**src/rtl/mem_wb_pkg.sv**
```systemverilog
// Shared types and defaults for the MEM/WB skid stage.
//   occ_t      : occupancy of the two-entry buffer (EMPTY / ONE / FULL)
//   entry_t    : one pipeline entry at the default widths
//   wb_value() : write-back value an entry would produce
package mem_wb_pkg;

  localparam int DATA_W_DEF = 32;
  localparam int REG_AW_DEF = 5;

  typedef enum logic [1:0] {
    EMPTY = 2'd0,
    ONE   = 2'd1,
    FULL  = 2'd2
  } occ_t;

  typedef struct packed {
    logic                  valid;
    logic                  reg_write;
    logic                  mem_to_reg;
    logic [DATA_W_DEF-1:0] mem_data;
    logic [DATA_W_DEF-1:0] alu_result;
    logic [REG_AW_DEF-1:0] rd;
  } entry_t;

  function automatic logic [DATA_W_DEF-1:0] wb_value(entry_t e);
    return e.mem_to_reg ? e.mem_data : e.alu_result;
  endfunction

endpackage

```
**src/rtl/wb_fwd_match.sv**
```systemverilog
// One forwarding query port compared against the head (older) and skid
// (younger) entries of the MEM/WB stage.
//   rs            : queried source register
//   h_* / s_*     : valid, reg_write, rd and write-back value of each entry
//   hit           : some held entry will write rs
//   data          : value of the youngest matching entry, 0 without a hit
module wb_fwd_match #(
  parameter int DATA_W = 32,
  parameter int REG_AW = 5
) (
  input  logic [REG_AW-1:0] rs,
  input  logic              h_valid,
  input  logic              h_reg_write,
  input  logic [REG_AW-1:0] h_rd,
  input  logic [DATA_W-1:0] h_wb_data,
  input  logic              s_valid,
  input  logic              s_reg_write,
  input  logic [REG_AW-1:0] s_rd,
  input  logic [DATA_W-1:0] s_wb_data,
  output logic              hit,
  output logic [DATA_W-1:0] data
);

  logic h_match;
  logic s_match;

  // Register 0 is hard-wired to zero, so a write to it is never forwarded.
  assign h_match = h_valid && h_reg_write && (h_rd != '0) && (h_rd == rs);
  assign s_match = s_valid && s_reg_write && (s_rd != '0) && (s_rd == rs);

  assign hit = h_match | s_match;

  // The skid entry is younger, so its value supersedes the head's.
  // NOTE: every always_comb output gets a default first so no path infers a latch.
  always_comb begin
    data = '0;
    if (s_match)      data = s_wb_data;
    else if (h_match) data = h_wb_data;
  end

endmodule

```
**src/rtl/mem_wb_skid_stage.sv**
```systemverilog
// MEM/WB pipeline stage with a two-entry skid buffer (head H, skid S),
// synchronous flush and register-forwarding match logic.
//   clk, reset_n          : clock; asynchronous active-low reset
//   in_valid / in_ready   : upstream handshake; in_ready is low only when FULL
//   in_*                  : incoming entry fields
//   flush                 : empty the stage, dropping the same-cycle input
//   out_valid / out_ready : write-back handshake on the head entry
//   out_*, wb_data        : head-entry fields, all zero while out_valid=0
//   fwd_rs/fwd_hit/fwd_data : NUM_FWD packed forwarding query ports
module mem_wb_skid_stage
  import mem_wb_pkg::*;
#(
  parameter int DATA_W  = DATA_W_DEF,
  parameter int REG_AW  = REG_AW_DEF,
  parameter int NUM_FWD = 2
) (
  input  logic                      clk,
  input  logic                      reset_n,
  input  logic                      in_valid,
  output logic                      in_ready,
  input  logic                      in_reg_write,
  input  logic                      in_mem_to_reg,
  input  logic [DATA_W-1:0]         in_mem_data,
  input  logic [DATA_W-1:0]         in_alu_result,
  input  logic [REG_AW-1:0]         in_rd,
  input  logic                      flush,
  output logic                      out_valid,
  input  logic                      out_ready,
  output logic                      out_reg_write,
  output logic                      out_mem_to_reg,
  output logic [DATA_W-1:0]         out_mem_data,
  output logic [DATA_W-1:0]         out_alu_result,
  output logic [REG_AW-1:0]         out_rd,
  output logic [DATA_W-1:0]         wb_data,
  input  logic [NUM_FWD*REG_AW-1:0] fwd_rs,
  output logic [NUM_FWD-1:0]        fwd_hit,
  output logic [NUM_FWD*DATA_W-1:0] fwd_data
);

  // Payload of one entry; validity lives in the occupancy state.
  typedef struct packed {
    logic              reg_write;
    logic              mem_to_reg;
    logic [DATA_W-1:0] mem_data;
    logic [DATA_W-1:0] alu_result;
    logic [REG_AW-1:0] rd;
  } stage_entry_t;

  occ_t         occ_q, occ_d;
  stage_entry_t h_q, s_q, in_entry;
  logic         h_valid, s_valid;
  logic         accept, pop;
  logic         load_h_in, load_h_skid, load_s;
  logic [DATA_W-1:0] h_wb, s_wb;

  assign in_entry = '{reg_write:  in_reg_write,
                      mem_to_reg: in_mem_to_reg,
                      mem_data:   in_mem_data,
                      alu_result: in_alu_result,
                      rd:         in_rd};

  assign h_valid = (occ_q != EMPTY);
  assign s_valid = (occ_q == FULL);

  // Both handshake signals come straight from the state register.
  assign in_ready  = !s_valid;
  assign out_valid = h_valid;

  assign accept = in_valid & in_ready;
  assign pop    = h_valid & out_ready;

  // NOTE: sequential state uses non-blocking assignments so every register samples pre-edge values.
  always_ff @(posedge clk or negedge reset_n) begin
    if (!reset_n) occ_q <= EMPTY;
    else          occ_q <= occ_d;
  end

  always_comb begin
    occ_d       = occ_q;
    load_h_in   = 1'b0;
    load_h_skid = 1'b0;
    load_s      = 1'b0;
    if (flush) begin
      // A same-cycle pop has already been taken by write-back; the input is dropped.
      occ_d = EMPTY;
    end else begin
      case (occ_q)
        EMPTY: begin
          if (accept) begin
            occ_d     = ONE;
            load_h_in = 1'b1;
          end
        end
        ONE: begin
          if (accept && pop) begin
            load_h_in = 1'b1;
          end else if (accept) begin
            occ_d  = FULL;
            load_s = 1'b1;
          end else if (pop) begin
            occ_d = EMPTY;
          end
        end
        FULL: begin
          if (pop) begin
            occ_d       = ONE;
            load_h_skid = 1'b1;
          end
        end
        default: occ_d = EMPTY;
      endcase
    end
  end

  // NOTE: payload registers are not reset; every consumer qualifies them with the
  // occupancy state, which is reset, so stale payload is never observable.
  always_ff @(posedge clk) begin
    if (load_h_in)        h_q <= in_entry;
    else if (load_h_skid) h_q <= s_q;
    if (load_s)           s_q <= in_entry;
  end

  // Head fields read as zero when no entry is held, so a bubble never writes.
  assign out_reg_write  = h_valid & h_q.reg_write;
  assign out_mem_to_reg = h_valid & h_q.mem_to_reg;
  assign out_mem_data   = h_valid ? h_q.mem_data   : '0;
  assign out_alu_result = h_valid ? h_q.alu_result : '0;
  assign out_rd         = h_valid ? h_q.rd         : '0;
  assign wb_data        = out_mem_to_reg ? out_mem_data : out_alu_result;

  assign h_wb = h_q.mem_to_reg ? h_q.mem_data : h_q.alu_result;
  assign s_wb = s_q.mem_to_reg ? s_q.mem_data : s_q.alu_result;

  for (genvar i = 0; i < NUM_FWD; i++) begin : g_fwd
    wb_fwd_match #(
      .DATA_W (DATA_W),
      .REG_AW (REG_AW)
    ) u_match (
      .rs          (fwd_rs[i*REG_AW +: REG_AW]),
      .h_valid     (h_valid),
      .h_reg_write (h_q.reg_write),
      .h_rd        (h_q.rd),
      .h_wb_data   (h_wb),
      .s_valid     (s_valid),
      .s_reg_write (s_q.reg_write),
      .s_rd        (s_q.rd),
      .s_wb_data   (s_wb),
      .hit         (fwd_hit[i]),
      .data        (fwd_data[i*DATA_W +: DATA_W])
    );
  end

endmodule
```
**config.mk**
```make
export PLATFORM = sky130hd
export DESIGN_NAME = mem_wb_skid_stage
export DESIGN_NICKNAME = d
export VERILOG_FILES = /design/src/rtl/mem_wb_pkg.sv /design/src/rtl/wb_fwd_match.sv /design/src/rtl/mem_wb_skid_stage.sv
export SDC_FILE = /design/constraint.sdc
export NUM_CORES = 1
export LEC_CHECK = 0
export ABC_AREA = 1
export CORE_MARGIN = 4
export CORE_UTILIZATION = 43
export DETAILED_ROUTE_END_ITERATION = 10
export PLACE_DENSITY = 0.75
export SLEW_MARGIN = 10
export SYNTH_ARGS = -nofsm -noshare
export SYNTH_HDL_FRONTEND = slang
export SYNTH_SLANG_ARGS = --single-unit
```
**constraint.sdc**
```tcl
create_clock -name clk -period 4.1 [get_ports clk]
set_clock_uncertainty 0.2 [all_clocks]
set_input_delay 0.615 -clock clk [delete_from_list [all_inputs] [get_ports clk]]
set_output_delay 0.615 -clock clk [all_outputs]
set_load 0.02 [all_outputs]
```
Yosys cells after proc, flatten, opt, wreduce, memory -nomap -nowiden

Cells that the tools add are included.

Bits in registers: 144
Latch bits: 0
RAM bits: 0
Bits in read-only memories: 0
Input port bits: 86
Output and inout bits: 171
Word-level logic and storage cells: 72
Memories kept: 0

Add/subtract/negate cells: 0
$mul: 0
Div/mod/pow operators: 0
Order comparisons: 0
Equality and inequality tests: 10
Shift operators: 0
Mux-type cells: 29
Bitwise operators: 6
Reduce and logical (&&, ||, !) cells: 16

Operators with widths:

| cell                                                | number |
|---|---|
| two-way mux 32 bit                                  | 9 |
| two-way mux 71 bit                                  | 2 |
| equality test 5 bit                                 | 4 |
| two-way mux 2 bit                                   | 6 |
| nonzero test 5 bit                                  | 2 |
| logical AND 1 bit                                   | 9 |
| two-way mux 1 bit                                   | 9 |
| inequality test 3 bit, second input constant        | 3 |
| case mux 2 bit (3 select lines)                     | 1 |
| two-way mux 5 bit                                   | 1 |
| AND 1 bit                                           | 4 |
| inequality test 4 bit, second input constant        | 1 |
| AND reduction 4 bit                                 | 1 |
| nonzero test 2 bit                                  | 2 |
| equality test 2 x 1 -> 1 bit, second input constant | 1 |
| equality test 2 bit, second input constant          | 1 |
| zero test 2 bit                                     | 1 |
| OR 1 bit                                            | 2 |
| case mux 1 bit (2 select lines)                     | 1 |
| zero test 1 bit                                     | 1 |

Depth between registers and ports, before layout

Word-level depth: 8
Gate-level depth with buffers: 9
Mapped depth without buffers: 8

Cells and area by module

A second synthesis with hierarchy kept.

Cell total of the unflattened synthesis: 1081
Area, all modules: 8792.2 um^2

By module, submodules not included:

| module            | instances | cells an instance | area each (um^2) | seq. area each (um^2) |
|---|---|---|---|---|
| mem_wb_skid_stage | 1         | 761               | 6857.8           | 4314.1 |
| wb_fwd_match      | 2         | 160               | 967.2            | 0.0 |

Least setup slack after synthesis

OpenSTA, ideal clock, no wires.

Path kind: input port to flip-flop
Start point: input port flush
End point: register s_q[0] in the netlist's numbering, enable pin
Library setup time: 0.500 ns
Arrival time: 3.804 ns
Required time: 3.400 ns
Path slack: -0.404 ns
Stages on the path: 3
Path buffers: 0
Cell sequence: nor2_1 nand2_1 nor2_1

Cells in the longest elaborated chain, start to end: 1

RTL lines:

| element              | RTL line                 | RTL |
|---|---|---|
| from (decl)          | mem_wb_skid_stage.sv:26  | `input logic flush,` |
| two-way mux 1 bit    | mem_wb_skid_stage.sv:83  | `if (flush) begin` |
| net load_s           | mem_wb_skid_stage.sv:53  | `logic load_h_in, load_h_skid, load_s;` |
| to (signal assigned) | mem_wb_skid_stage.sv:120 | `if (load_s) s_q <= in_entry;` |
| to (decl)            | mem_wb_skid_stage.sv:50  | `stage_entry_t h_q, s_q, in_entry;` |

The timed path passes the listed nets, and every way through them passes these cells.
A chain may end at the register's enable or synchronous reset.

Worst setup path after layout

Start point: input port fwd_rs[4]
End point: output port fwd_data[14]

Cells in the longest elaborated chain, start to end: 4
Elaborated cells on any way between the ends: 6
Those cells by class: eq/ne (2); mux (2); reduce/logical (2)

RTL lines:

| element                | RTL line                | RTL |
|---|---|---|
| from (decl)            | mem_wb_skid_stage.sv:35 | `input logic [NUM_FWD*REG_AW-1:0] fwd_rs,` |
| equality test 5 bit    | wb_fwd_match.sv:28      | `assign h_match = h_valid && h_reg_write && (h_rd != '0) && (h_rd == rs);` |
| logical AND 1 bit      | wb_fwd_match.sv:28      |  |
| two-way mux 32 bit     | wb_fwd_match.sv:38      | `else if (h_match) data = h_wb_data;` |
| two-way mux 32 bit (*) | wb_fwd_match.sv:37      | `if (s_match) data = s_wb_data;` |
| to (decl)              | mem_wb_skid_stage.sv:37 | `output logic [NUM_FWD*DATA_W-1:0] fwd_data` |

Mark *: on every way between the ends. The rest lies on a longest branch, timed or not.

==> flow_summary_export.csv <==
group,metric,value,unit
yosys,syn_area,8198,sq um
yosys,synth_common_cells,"165 x nand2_1, 150 x nor2_1, 143 x inv_1, 142 x edfxtp_1, 104 x nand3_1",
power_and_ir_drop,power_frac_comb,0.221,
setup_path,required,3.28,ns
timing,clock.fmax,272.5,MHz
grt,grt_pass1_vias,7722,
routing,drt_iter0_markers,472,
outcome,status,"completed",
timing,slew_viol_final,0,
setup_path,crit_start,"fwd_rs[4]",
power_and_ir_drop,switching_share,0.2823,
floorplan,die_w,146.1,microns
yosys,synth_ff_type,"edfxtp_1",
power_and_ir_drop,clkPwrFrac,0.363,
grt,grt_overflow_total,0,
floorplan,io-pin-count,257,
routing,routed_wl,25.84,mm
routing,via_per_inst,5.241,
setup_path,cp_max_fo,21,
placement,globalplace.congestion,0.8843,
power_and_ir_drop,powerDensity,356.4,nW/um^2
setup_path,cp_data_arrival_time,2.85,ns
power_and_ir_drop,p_leak,4.867,nW
yosys,syn_nets,1058,
power_and_ir_drop,p_int,2.973,mW
routing,drc,0,
final_layout,areaGrowthSynthToFinish,41.80,%
yosys,syn_avg_cell_area,8.434,sq um
grt,grt_pass1_wl,40.59,mm
timing,worst_slack,0.4309,ns
timing,hold_viol,0,
grt,grt_max_degree,107,
floorplan,fp.dieH,146.1,microns
clock_network,clk_pin_slew,0.06,ns
clock_network,cts_buffers,17,
placement,place_ws,0.4598,ns
yosys,yosys_warnings,0,
routing,wl_per_cell,17.81,microns
clock_network,clockBufferDepth,2,
final_layout,post-route-util,0.6215,
setup_path,ff2ff_setup_slack,1.95,ns
timing,max-slew-margin-rel,0.5328,
yosys,synth_area_leaders,"edfxtp_1 52%, nand2_1 7.6%, nor2_1 6.9%",
final_layout,final_layout_size_suffix_gt1_frac,0.05921,
clock_network,ctsHoldBuffers,0,
power_and_ir_drop,vdd_ir_drop_max,0.0002827,V
floorplan,start_util,0.4383,
timing,setup_viol,0,
setup_path,startpoint_type,"primary input",
yosys,synth_top_cell_by_area,"edfxtp_1",
setup_path,crit-reg2reg-launch,"occ_q[1]",
grt,grt_usage,0.2396,
timing,timing.hold.ws,0.1630,ns
routing,antenna_left,0,
yosys,synth_seq_cells,144,
floorplan,dieArea,21340,sq um
floorplan,core,18710,sq um
timing,rsz0062_at_grt,"no",
yosys,synth_top_area_frac,0.5201,
min_path,worstHoldPathType,"in -> async",
timing,worstMarginPinSlew,0.7009,ns
setup_path,r2r_end,"h_q[20]",
timing,finalCritPeriodShare,0.8949,
setup_path,critPathCapture,"fwd_data[14]",
yosys,ys_seq_area_frac,0.5263,
clock_network,cts_max_level,4,
yosys,synth_cells,972,
placement,io_buffers,256,
clock_network,cts-root-buf,"clkbuf_16",
setup_path,r2r_cells,4,
yosys,yosysMostFrequentCell,"nand2_1",
setup_path,critPathKind,"in -> out",
timing,setup_tns,0,ns
yosys,yosysUniqueCellTypes,26,
routing,vias,7605,
clock_network,cts_tree,"done",
yosys,synth_edf_count,142,
floorplan,rows,50,
clock_network,post_cts_resized,0,
job,maxCapViolations,0,
grt,antenna_found_initial,1,
timing,fin_crit,3.669,ns
yosys,synthArstFlopShare,0.01389,
setup_path,endpoint_kind,"output port",
routing,dr.pass1.iters,5,
power_and_ir_drop,p_switching,1.170,mW
clock_network,clk_latency,0.42,ns
power_and_ir_drop,power.share.sequential,0.416,
final_layout,finalNetCount,1290,
clock_network,post_cts_buffers,0,
clock_network,cts_sinks,144,
placement,dp_hpwl,17.85,mm
==> layout by cell type, fill, tap and decap left out, drive strengths merged <==
cell type	n
clkdlybuf4s50	256
nand2	166
nor2	155
inv	152
edfxtp	142
nand3	106
o21ai	70
mux2	36
a21oi	35
nand4	32
buf	22
clkbuf	18
xor2	6
clkinvlp	5
xnor2	4
clkinv	4
bufinv	2
dfrtp	2
diode	1
nor3	1
nand3b	1
or3	1
==> routing by layer <==
metal / vias to the layer above / routed length, microns / GRT usage
met5: - / 0 / 0
met1: 3522 / 10670 / 0.3008
li1: 3655 / - / -
met3: 35 / 2220 / 0.05835
met2: 393 / 12450 / 0.4108
met4: 0 / 499 / 0.07432
==> worst min-delay path by stage <==
stage | slack [ns] | start | endpoint
finish | 0.16 | reset_n | occ_q[0]
global route | 0.15 | reset_n | occ_q[0]
CTS | 0.15 | reset_n | occ_q[0]
detailed placement | 0.35 | s_q[51] | h_q[51]
global placement | 0.34 | s_q[64] | h_q[64]
floorplan | 0.12 | reset_n | occ_q[0]
==> power groups by stage <==
stage | registers (mW) | logic [mW] | clock network (mW)
final | 1.72 | 0.915 | 1.51
after global routing | 1.73 | 0.981 | 1.60
after CTS | 1.72 | 0.922 | 1.53
after detailed placement | 1.75 | 0.917 | 0
after global placement | 1.75 | 0.909 | 0
after floorplan | 1.75 | 0.474 | 0
==> sequential cells by signal, indices dropped and copies added, names as in the netlist <==
register	cells
s_q	71
h_q	71
occ_q	2
==> per-stage QoR <==
stage	cells	instance area [sq um]	power (mW)
floorplan	972	8200	2.219
global placement	1419	11050	2.658
finish	1451	11620	4.143
CTS	1450	11620	4.176
detailed placement	1419	11050	2.669
global route	1451	11620	4.306
==> critical path, stage by stage <==
cell and delay [ns]:
clkdlybuf4s50_1 0.55, inv_1 0.06, nand2_1 0.07, nand2_1 0.06
nor2_1 0.10, nand3_1 0.16, nor2_4 0.13, buf_4 0.28
nand3_1 0.11, nand2_1 0.08, clkdlybuf4s50_1 0.62
==> logic make-up after synthesis <==
logic type	synth area share
AO/OA/AOI/OAI	0.06456
XOR/XNOR	0.01068
buffers and inverters	0.1050
flip-flops	0.5263
multiplexers	0.04945
AND/OR/NAND/NOR	0.2440
==> final cells by class <==
class	count	area (sq um)
diodes	1	2.502
clock buffers	18	429.2
clock inverters	13	140.1
fillers	1627	7081
inverters	150	563.0
multi-input cells	613	3080
flip-flops and latches	144	4314
well taps	234	292.8
repair buffers	278	2803
Note: power is estimated with default switching activity, not from simulation.
